==> config.mk <==
export PLATFORM = sky130hd
export DESIGN_NAME = store_buffer_flat
export DESIGN_NICKNAME = d
export VERILOG_FILES = /design/src/rtl/store_buffer_if.sv /design/src/rtl/store_buffer.sv /design/src/flat_wrapper.sv
export SDC_FILE = /design/constraint.sdc
export NUM_CORES = 1
export LEC_CHECK = 0
export ABC_AREA = 1
export BUFFER_PORTS_ARGS = -buffer_cell sky130_fd_sc_hd__buf_2
export CELL_PAD_IN_SITES_DETAIL_PLACEMENT = 1
export CELL_PAD_IN_SITES_GLOBAL_PLACEMENT = 1
export CORE_MARGIN = 5
export CORE_UTILIZATION = 40
export DETAILED_ROUTE_END_ITERATION = 8
export PLACE_DENSITY_LB_ADDON = 0.1
export SYNTH_ARGS = -nofsm -noshare
export SYNTH_HDL_FRONTEND = slang
export SYNTH_SLANG_ARGS = --single-unit
==> constraint.sdc <==
create_clock -name clock -period 5.1 [get_ports clock]
set_input_delay 0.255 -clock clock [delete_from_list [all_inputs] [get_ports clock]]
set_output_delay 0.255 -clock clock [all_outputs]
set_load 0.03 [all_outputs]
==> src/rtl/store_buffer_if.sv <==
// Processor MEM-stage and external-memory signal bundle for the store buffer.
// The slave view belongs to the buffer; the master view is the surroundings
// (pipeline plus memory) that drive it.
interface store_buffer_if;
    // processor side
    logic [0:31] proc_addr;
    logic [31:0] proc_wdata;
    logic        proc_we;
    logic        proc_re;
    logic        proc_byte;
    logic        proc_half_word;
    logic        proc_sign_extend;
    logic [31:0] proc_rdata;
    logic        proc_stall;
    // memory side
    logic        mem_req;
    logic        mem_we;
    logic [0:31] mem_addr;
    logic [31:0] mem_wdata;
    logic        mem_byte;
    logic        mem_half_word;
    logic        mem_sign_extend;
    logic        mem_ack;
    logic [31:0] mem_rdata;

    modport slave (
        input  proc_addr, proc_wdata, proc_we, proc_re, proc_byte,
               proc_half_word, proc_sign_extend, mem_ack, mem_rdata,
        output proc_rdata, proc_stall, mem_req, mem_we, mem_addr,
               mem_wdata, mem_byte, mem_half_word, mem_sign_extend
    );

    modport master (
        output proc_addr, proc_wdata, proc_we, proc_re, proc_byte,
               proc_half_word, proc_sign_extend, mem_ack, mem_rdata,
        input  proc_rdata, proc_stall, mem_req, mem_we, mem_addr,
               mem_wdata, mem_byte, mem_half_word, mem_sign_extend
    );
endinterface

==> src/rtl/store_buffer.sv <==
// Store buffer: absorbs processor stores into a small circular FIFO and
// drains them to memory in the background. Loads that hit a buffered word
// first force the buffer to drain until the hit is gone; loads that miss
// bypass the queued stores and go to memory straight away.
module store_buffer #(
    parameter int DEPTH = 4
) (
    input  logic          clock,
    input  logic          reset,
    store_buffer_if.slave bus
);
    localparam int PW = (DEPTH > 1) ? $clog2(DEPTH) : 1;
    localparam int CW = $clog2(DEPTH + 1);

    typedef enum logic [1:0] {IDLE, DRAIN, LOAD} state_t;

    typedef struct packed {
        logic [0:31] addr;
        logic [31:0] wdata;
        logic        is_byte;
        logic        is_half;
    } entry_t;

    state_t        state_q;
    logic [PW-1:0] head_q;
    logic [PW-1:0] tail_q;
    logic [CW-1:0] count_q;
    entry_t        fifo_q [DEPTH];

    logic        mem_req_q;
    logic        mem_we_q;
    logic [0:31] mem_addr_q;
    logic [31:0] mem_wdata_q;
    logic        mem_byte_q;
    logic        mem_half_q;
    logic        mem_sext_q;

    logic             full;
    logic             enq;
    logic             deq;
    logic             load_req;
    logic             match;
    logic [DEPTH-1:0] hit;

    assign full     = (count_q == CW'(DEPTH));
    assign enq      = bus.proc_we & ~full;
    assign deq      = (state_q == DRAIN) & bus.mem_ack;
    // A simultaneous store and load is handled purely as a store.
    assign load_req = bus.proc_re & ~bus.proc_we;

    // Word-address compare against every entry that lies between head and tail.
    for (genvar gi = 0; gi < DEPTH; gi++) begin : g_match
        logic [PW-1:0] offset;
        assign offset  = PW'(gi) - head_q;
        assign hit[gi] = (CW'(offset) < count_q) &&
                         (fifo_q[gi].addr[0:29] == bus.proc_addr[0:29]);
    end
    assign match = |hit;

    assign bus.proc_stall = (bus.proc_we & full) |
                            (load_req & ~((state_q == LOAD) & bus.mem_ack));
    assign bus.proc_rdata = ((state_q == LOAD) && bus.mem_ack) ? bus.mem_rdata : 32'b0;

    assign bus.mem_req         = mem_req_q;
    assign bus.mem_we          = mem_we_q;
    assign bus.mem_addr        = mem_addr_q;
    assign bus.mem_wdata       = mem_wdata_q;
    assign bus.mem_byte        = mem_byte_q;
    assign bus.mem_half_word   = mem_half_q;
    assign bus.mem_sign_extend = mem_sext_q;

    // Entry storage: written at the tail on every accepted store; contents
    // need no reset because validity comes from head/count.
    always_ff @(posedge clock) begin
        if (enq) begin
            fifo_q[tail_q] <= '{addr:    bus.proc_addr,
                                wdata:   bus.proc_wdata,
                                is_byte: bus.proc_byte,
                                is_half: bus.proc_half_word};
        end
    end

    // Pointer/count bookkeeping plus the IDLE/DRAIN/LOAD controller with
    // registered memory-request outputs (held stable until mem_ack).
    always_ff @(posedge clock or negedge reset) begin
        if (!reset) begin
            state_q     <= IDLE;
            head_q      <= '0;
            tail_q      <= '0;
            count_q     <= '0;
            mem_req_q   <= 1'b0;
            mem_we_q    <= 1'b0;
            mem_addr_q  <= '0;
            mem_wdata_q <= '0;
            mem_byte_q  <= 1'b0;
            mem_half_q  <= 1'b0;
            mem_sext_q  <= 1'b0;
        end else begin
            if (enq) begin
                tail_q <= tail_q + 1'b1;
            end
            if (deq) begin
                head_q <= head_q + 1'b1;
            end
            count_q <= count_q + CW'(enq) - CW'(deq);

            case (state_q)
                IDLE: begin
                    if (load_req && !match) begin
                        state_q     <= LOAD;
                        mem_req_q   <= 1'b1;
                        mem_we_q    <= 1'b0;
                        mem_addr_q  <= bus.proc_addr;
                        mem_wdata_q <= '0;
                        mem_byte_q  <= bus.proc_byte;
                        mem_half_q  <= bus.proc_half_word;
                        mem_sext_q  <= bus.proc_sign_extend;
                    end else if (count_q != '0) begin
                        state_q     <= DRAIN;
                        mem_req_q   <= 1'b1;
                        mem_we_q    <= 1'b1;
                        mem_addr_q  <= fifo_q[head_q].addr;
                        mem_wdata_q <= fifo_q[head_q].wdata;
                        mem_byte_q  <= fifo_q[head_q].is_byte;
                        mem_half_q  <= fifo_q[head_q].is_half;
                        mem_sext_q  <= 1'b0;
                    end
                end
                DRAIN, LOAD: begin
                    if (bus.mem_ack) begin
                        state_q     <= IDLE;
                        mem_req_q   <= 1'b0;
                        mem_we_q    <= 1'b0;
                        mem_addr_q  <= '0;
                        mem_wdata_q <= '0;
                        mem_byte_q  <= 1'b0;
                        mem_half_q  <= 1'b0;
                        mem_sext_q  <= 1'b0;
                    end
                end
                default: begin
                    state_q   <= IDLE;
                    mem_req_q <= 1'b0;
                    mem_we_q  <= 1'b0;
                end
            endcase
        end
    end
endmodule

==> src/flat_wrapper.sv <==
// flat-port wrapper written by rule: the top's interface ports become plain ports
module store_buffer_flat 
#(
    parameter int DEPTH = 4
)
  (clock, reset, bus_proc_addr, bus_proc_wdata, bus_proc_we, bus_proc_re, bus_proc_byte, bus_proc_half_word, bus_proc_sign_extend, bus_mem_ack, bus_mem_rdata, bus_proc_rdata, bus_proc_stall, bus_mem_req, bus_mem_we, bus_mem_addr, bus_mem_wdata, bus_mem_byte, bus_mem_half_word, bus_mem_sign_extend);
  store_buffer_if bus_i ();
  input  logic clock;
  input  logic reset;
  input wire logic [$bits(bus_i.proc_addr)-1:0] bus_proc_addr;
  input wire logic [$bits(bus_i.proc_wdata)-1:0] bus_proc_wdata;
  input wire logic [$bits(bus_i.proc_we)-1:0] bus_proc_we;
  input wire logic [$bits(bus_i.proc_re)-1:0] bus_proc_re;
  input wire logic [$bits(bus_i.proc_byte)-1:0] bus_proc_byte;
  input wire logic [$bits(bus_i.proc_half_word)-1:0] bus_proc_half_word;
  input wire logic [$bits(bus_i.proc_sign_extend)-1:0] bus_proc_sign_extend;
  input wire logic [$bits(bus_i.mem_ack)-1:0] bus_mem_ack;
  input wire logic [$bits(bus_i.mem_rdata)-1:0] bus_mem_rdata;
  output wire logic [$bits(bus_i.proc_rdata)-1:0] bus_proc_rdata;
  output wire logic [$bits(bus_i.proc_stall)-1:0] bus_proc_stall;
  output wire logic [$bits(bus_i.mem_req)-1:0] bus_mem_req;
  output wire logic [$bits(bus_i.mem_we)-1:0] bus_mem_we;
  output wire logic [$bits(bus_i.mem_addr)-1:0] bus_mem_addr;
  output wire logic [$bits(bus_i.mem_wdata)-1:0] bus_mem_wdata;
  output wire logic [$bits(bus_i.mem_byte)-1:0] bus_mem_byte;
  output wire logic [$bits(bus_i.mem_half_word)-1:0] bus_mem_half_word;
  output wire logic [$bits(bus_i.mem_sign_extend)-1:0] bus_mem_sign_extend;
  assign bus_i.proc_addr = bus_proc_addr;
  assign bus_i.proc_wdata = bus_proc_wdata;
  assign bus_i.proc_we = bus_proc_we;
  assign bus_i.proc_re = bus_proc_re;
  assign bus_i.proc_byte = bus_proc_byte;
  assign bus_i.proc_half_word = bus_proc_half_word;
  assign bus_i.proc_sign_extend = bus_proc_sign_extend;
  assign bus_i.mem_ack = bus_mem_ack;
  assign bus_i.mem_rdata = bus_mem_rdata;
  assign bus_proc_rdata = bus_i.proc_rdata;
  assign bus_proc_stall = bus_i.proc_stall;
  assign bus_mem_req = bus_i.mem_req;
  assign bus_mem_we = bus_i.mem_we;
  assign bus_mem_addr = bus_i.mem_addr;
  assign bus_mem_wdata = bus_i.mem_wdata;
  assign bus_mem_byte = bus_i.mem_byte;
  assign bus_mem_half_word = bus_i.mem_half_word;
  assign bus_mem_sign_extend = bus_i.mem_sign_extend;
  store_buffer #(.DEPTH(DEPTH)) u_core (.clock(clock), .reset(reset), .bus(bus_i));
endmodule
==> metrics, run 1 <==
outcome=complete, no violations; CTS sink count=341; Slew Limit Fails=0; final instance area=18700 µm²; Syn Inst Count=1459; register share of total power=0.362; worst min path class=in2reg; Initial Util=0.404; Least-Margin Pin Slew=989 ps; CP required=5570 ps; Max Clk Rate=233 MHz; DRC viols=0; CP max FO=45; Worst EP arrival=4750 ps; final antenna-violating net count=0; clock latency at the later pin of the worst-skew pair=540 ps; Final Skew=17.8 ps; Max clock buf depth=3; Die W=207 µm; Slew headroom=0.339; Num CTS Buffers=39; Psw=0.00452 W; Die ar.=43000 µm²; layout cell share with drive strength beyond 1=0.204; Layout area overhead=20.3%; Max IR drop VDD=0.000302 V; Synth cell types=38; Buffers on Ports=205; hold slack=47.6 ps; WL final=45300 µm; switching share of power=0.403; Max Cap Violations=0; Cell Area, Synth=15600 µm²; CP delay by family, top=simple AND/OR/NAND/NOR gates; total power=0.0112 W; CP bufs+invs=5; total grt overflow=0; routability cong.=0.777; Final Hold Vio Count=0; DR pass1 iterations=4; Syn Area/Cell=10.7 µm²; combinational power share=0.387; Syn Nets=1578; Critical Path Start Type=flop; Root Driver=clkbuf_16; Yosys warnings=0; sequential share of the synthesized area=0.632; first-pass GRT wire length=70800 µm; Clock Power Share=0.251; PD cells=598 nW/µm²; crit path cell chain=nand2_1 > buf_4 > inv_1 > nor2_1 > inv_1 > ha_1 > a21boi_1 > o21ai_0 > nand2_1 > nor2_1 > inv_2 > nor2_2 > nor2_4 > nand2_4 > nand2_2 > nand3_4 > inv_2 > nand2_1 > nand2_1; hpwl dp=28100 µm; Die H=207 µm; Lkg Pwr=7.95 nW; fin crit share=0.840; std cell rows=72; DP Area=17100 µm²; Slowest cell on crit path=inv_2; largest net degree at the start of global routing=66; CTS H-tree depth=2; #FFs+latches synth=341; post_cts resized=0; internal power=0.00669 W; Core ar.=38600 µm²; post-route setup TNS=0 ps; initial antenna violation count=3; Tot GR Track Use=0.206; vias in the first global route=12000; Tmin final=4280 ps; wire per inst=20.3 µm; final net count=1801; RSZ-0062 raised after global routing=false; Crit Path Category=reg2reg; CP max stage delay=920 ps; Worst-path clk slew=60 ps; CTS tree=done; final setup violation count=0; initial DRC count=545; vias post-DR=11300; I/O pin count=206; Worst Setup End Kind=flop; Via density=5.04; Worst path most repeated cell=nand2_1
[flip-flops by register name, indices dropped and copies added (netlist names), 2 cells and up]
signal and cells:
u_core.fifo_q 264, u_core.bus.mem_wdata 32, u_core.tail_q 2, u_core.head_q 2, u_core.count_q 3, u_core.bus.mem_addr 32
[cells by family (layout without fill, tap and decap cells)]
logic type,after synthesis,in the layout,share of synthesized area
buffers and inverters,207,461,0.0592
AO/OA/AOI/OAI,211,211,0.0918
AND/OR/NAND/NOR,590,590,0.151
flip-flops,341,341,0.632
adder cells (fa/ha/maj),15,15,0.0125
XOR/XNOR,95,95,0.0534
other,0,3,0
[synth_stat cells]
library cell	n	share of area
buf_2	25	0.0080
a221oi_1	3	0.0017
a22oi_1	65	0.031
o22ai_1	34	0.014
nand2_1	329	0.079
nand2_4	1	0.00072
dfrtp_1	77	0.12
nand2_2	4	0.0016
o21ai_2	33	0.019
a21oi_1	44	0.014
and2_1	1	0.00040
nor3_1	5	0.0016
inv_2	8	0.0019
fa_1	1	0.0013
clkbuf_1	38	0.0092
o21ai_0	22	0.0071
nand3_2	2	0.0013
clkbuf_2	4	0.0013
xnor2_1	44	0.025
ha_1	14	0.011
buf_1	3	0.00072
a31oi_1	1	0.00040
nor2_1	192	0.046
or2_2	1	0.00040
xor2_1	51	0.029
nand3_1	41	0.013
nand4_1	9	0.0036
nand3b_1	2	0.00096
inv_1	115	0.028
a21boi_1	1	0.00048
or2_0	1	0.00040
nor2_2	1	0.00040
buf_6	12	0.0087
nor2_4	1	0.00072
buf_4	1	0.00048
buf_12	1	0.0013
o221ai_1	8	0.0045
edfxtp_1	264	0.51
[path summary, 6_finish.rpt]
check | startpoint | to | slack (ps) | depth (start not counted)
hold / removal | bus_proc_addr[2] | u_core.fifo_q[3][36]$_DFFE_PP_ | 50 | 1
setup / recovery | u_core.head_q[0]$_DFFE_PN0P_ | u_core.bus.mem_addr[21]$_DFFE_PN0P_ | 820 | 19
hold reg to reg | u_core.bus.mem_wdata[26]$_DFFE_PN0P_ | u_core.bus.mem_wdata[26]$_DFFE_PN0P_ | 480 | 2
max in group asynchronous | reset | u_core.bus.mem_wdata[17]$_DFFE_PN0P_ | 3720 | 3
min in group asynchronous | reset | u_core.bus.mem_addr[10]$_DFFE_PN0P_ | 140 | 2
setup reg to reg | u_core.head_q[0]$_DFFE_PN0P_ | u_core.bus.mem_addr[21]$_DFFE_PN0P_ | 820 | 19
[power by group through the flow]
stage | Clock [W] | Sequential, W | Combinational, W
6_report | 0.00281 | 0.00407 | 0.00434
5_1_grt | 0.00300 | 0.00413 | 0.00481
4_1_cts | 0.00288 | 0.00407 | 0.00442
3_5_place_dp | 0 | 0.00412 | 0.00437
3_3_place_gp | 0 | 0.00410 | 0.00427
2_1_floorplan | 0 | 0.00450 | 0.00260
[final cells by class]
type / count / area (µm²)
Inverter: 123 / 462
Timing Repair Buffer: 266 / 1620
Tap cell: 518 / 648
Multi-Input combinational cell: 911 / 4850
Fill cell: 4255 / 19800
Antenna cell: 3 / 7.51
Clock inverter: 21 / 216
Clock buffer: 51 / 1080
Sequential cell: 341 / 9850
[routing by layer]
| layer | vias up | GRT usage | share of wire |
|---|---|---|---|
| met1 | 5637 | 0.274 | 0.45 |
| met5 | - | 0 | 0.00015 |
| met4 | 2 | 0.0340 | 0.012 |
| met2 | 227 | 0.360 | 0.49 |
| li1 | 5357 | - | - |
| met3 | 46 | 0.0372 | 0.043 |
[cell usage in the layout, fill, tap and decap left out, types with 8 or more instances in the layout]
| master | count |
|---|---|
| o21ai_2 | 33 |
| nand4_1 | 9 |
| nor2_1 | 185 |
| nand3_1 | 41 |
| clkinv_2 | 11 |
| inv_2 | 8 |
| a22oi_1 | 65 |
| xnor2_1 | 44 |
| edfxtp_1 | 264 |
| dlygate4sd3_1 | 38 |
| ha_1 | 13 |
| dfrtp_1 | 77 |
| o221ai_1 | 8 |
| o21ai_0 | 22 |
| buf_4 | 21 |
| a21oi_1 | 44 |
| clkbuf_16 | 39 |
| buf_2 | 204 |
| xor2_1 | 51 |
| o22ai_1 | 34 |
| inv_1 | 115 |
| nand2_1 | 329 |
[what timing repair did]
item / 4_1_cts / 5_1_grt
endpoints found under the hold margin: 163 / 0
setup buffers: 0 / 0
hold buffers: 38 / 0
[metrics by stage]
stage | setup WS, ps | instances | util
2_1_floorplan | 1100 | 1459 | -
3_3_place_gp | 1070 | 2121 | 0.442
3_5_place_dp | 799 | 2121 | 0.442
4_1_cts | 762 | 2231 | 0.486
5_1_grt | 455 | 2232 | 0.486
6_report | 817 | 2234 | 0.486
(Power assumes the default switching activity.)
==> inputs of run 2 (changes only) <==
clock period = 4 ns   (was 5.1 ns; I/O delays follow)
==> run 2 against run 1 <==
Effect of this change: combinational power grew 28%; die area stayed put; sequential cell count unchanged; critical path depth is 1 lower; sequential share of layout area down 0.35 points; register-to-register slack worse by 40 ps; design area is 0.67% higher; clock-buffer cell count up 6; largest cell class unchanged.
==> metrics, run 2 (synthesized netlist as in run 1, its figures left out) <==
initial antenna violation count=2 (was 3); Die W=207 µm (unchanged); CTS tree=done (unchanged); WL final=45700 µm (was 45300 µm); final antenna-violating net count=0 (unchanged); DR pass1 iterations=4 (unchanged); PD cells=754 nW/µm² (was 598 nW/µm²); routability cong.=0.820 (was 0.777); Tot GR Track Use=0.209 (was 0.206); Layout area overhead=21.1% (was 20.3%); Tmin final=3220 ps (was 4280 ps); Max Clk Rate=311 MHz (was 233 MHz); final setup violation count=0 (unchanged); I/O pin count=206 (unchanged); Slew headroom=0.322 (was 0.339); Max clock buf depth=3 (unchanged); DP Area=17100 µm² (about the same); M1 wire length=20600 µm (was 20500 µm); Crit Path Category=reg2reg (unchanged); Core ar.=38600 µm² (unchanged); multi-input logic area=4850 µm² (unchanged); Slew Limit Fails=0 (unchanged); Root Driver=clkbuf_16 (unchanged); met2 routed WL=22100 µm (was 22300 µm); Final Skew=20.7 ps (was 17.8 ps); Via density=5.08 (was 5.04); Lkg Pwr=8.00 nW (was 7.95 nW); Num CTS Buffers=38 (was 39); Die H=207 µm (unchanged); Largest register FFs=264 (unchanged); Critical Path Start Type=flop (unchanged); std cell rows=72 (unchanged); worst min path class=in2reg (unchanged); layout cell share with drive strength beyond 1=0.201 (was 0.204); Placed Cells incl. Taps=2125 (was 2121); Sequential cell area=9850 µm² (unchanged); worst setup margin=780 ps (was 817 ps); Final Hold Vio Count=0 (unchanged); CP max FO=33 (was 45); post-route setup TNS=0 ps (unchanged); Layout fillers=4240 (was 4255); fin crit share=0.805 (was 0.840); Die ar.=43000 µm² (unchanged); initial DRC count=684 (was 545); Worst EP arrival=3690 ps (was 4750 ps); outcome=complete, no violations (unchanged); hpwl dp=28300 µm (was 28100 µm); largest net degree at the start of global routing=68 (was 66); Post-CTS Setup Bufs=0 (unchanged); RSZ-0062 raised after global routing=false (unchanged); Max IR drop VDD=0.000413 V (was 0.000302 V); total grt overflow=0 (unchanged); commonest non-fill, non-tap cell in the layout=nand2_1 (unchanged); final net count=1818 (was 1801); uppermost layer routed=met5 (unchanged); Buffers on Ports=205 (unchanged); wire per inst=20.3 µm (about the same); Met3 Wirelength=2040 µm (was 1930 µm); CTS sink count=341 (unchanged); Worst Setup End Kind=flop (unchanged); first-pass GRT wire length=72200 µm (was 70800 µm); CTS H-tree depth=2 (unchanged); Worst-path clk slew=60 ps (about the same); post_cts resized=0 (unchanged); vias in the first global route=12400 (was 12000); CP required=4470 ps (was 5570 ps); DRC viols=0 (unchanged); vias post-DR=11400 (was 11300); Largest Register=u_core.fifo_q (unchanged); final instance area=18900 µm² (was 18700 µm²); DP Worst Slack=723 ps (was 799 ps); Least-Margin Pin Slew=1020 ps (was 989 ps); Max Cap Violations=0 (unchanged); commonest cells after routing, fill and taps aside=nand2_1, edfxtp_1, buf_2 (unchanged); Initial Util=0.404 (unchanged); non-filler cells, final=2248 (was 2234); clock latency at the later pin of the worst-skew pair=540 ps (about the same)
## run 2: cell types whose count changed in the layout (fill, tap and decap cells not counted), sizes merged, moves of 2 or more
| cell | before | now |
|---|---|---|
| dlygate4sd3 | 38 | 52 |
| clkbuf | 51 | 57 |
| clkinv | 16 | 11 |
| buf | 228 | 232 |
| diode | 3 | 1 |
## run 2: timing repair
action | CTS | global route
setup endpoints to repair | 0 | 0
hold buffers | 52 | 0
hold endpoints to repair | 243 | 0
## run 2: routing by layer
layer,up-vias,GRT usage
met3,59,0.0334
met4,2,0.0481
met1,5723,0.284
met5,-,0
met2,256,0.357
li1,5382,-
## run 2: worst paths after layout
| path | to | start | cells after the start | slack (ps) |
|---|---|---|---|---|
| max in group asynchronous | u_core.bus.mem_wdata[7]$_DFFE_PN0P_ | reset | 3 | 2740 |
| worst min-delay path | u_core.fifo_q[3][62]$_DFFE_PP_ | bus_proc_addr[28] | 1 | 10 |
| min in group asynchronous | u_core.bus.mem_addr[27]$_DFFE_PN0P_ | reset | 2 | 320 |
| worst min register to register | u_core.bus.mem_wdata[19]$_DFFE_PN0P_ | u_core.bus.mem_wdata[19]$_DFFE_PN0P_ | 2 | 480 |
| worst max register to register | u_core.bus.mem_addr[22]$_DFFE_PN0P_ | u_core.head_q[0]$_DFFE_PN0P_ | 18 | 780 |
| worst max-delay path | u_core.bus.mem_addr[22]$_DFFE_PN0P_ | u_core.head_q[0]$_DFFE_PN0P_ | 18 | 780 |
## run 2: cell type report
cell class / count / area share
flip-flops and latches: 341 / 0.522
multi-input cells: 911 / 0.257
repair buffers: 284 / 0.0948
clock buffers: 57 / 0.0595
well taps: 518 / 0.0344
inverters: 123 / 0.0245
clock inverters: 13 / 0.00710
diodes: 1 / 0.000133
## run 2: critical path: stages, from the launching register on
cell and delay, ps:
dfrtp_1 440, nand2_1 120, inv_1 60, nor2_1 180, inv_1 70, ha_1 260, a21boi_1 120, o21ai_0 150
nand2_1 70, nor2_1 170, inv_2 50, nor2_2 150, nor2_4 70, nand2_4 320, nand2_2 150, nand3_4 110
buf_4 430, nand2_1 120, nand2_1 90
## run 2: where the power goes
| group | total (W) | switching, W | internal [W] |
|---|---|---|---|
| clock network | 0.00349 | 0.00141 | 0.00208 |
| logic | 0.00556 | 0.00390 | 0.00166 |
| registers | 0.00518 | 0.000408 | 0.00478 |
## run 2: stage by stage
| step | utilization | total power, W | hold slack, ps |
|---|---|---|---|
| 2_1_floorplan | - | 0.00906 | -95.6 |
| 3_3_place_gp | 0.443 | 0.0107 | 330 |
| 3_5_place_dp | 0.443 | 0.0108 | 328 |
| 4_1_cts | 0.489 | 0.0144 | 1.29 |
| 5_1_grt | 0.489 | 0.0152 | 14.7 |
| 6_report | 0.489 | 0.0142 | 13.0 |
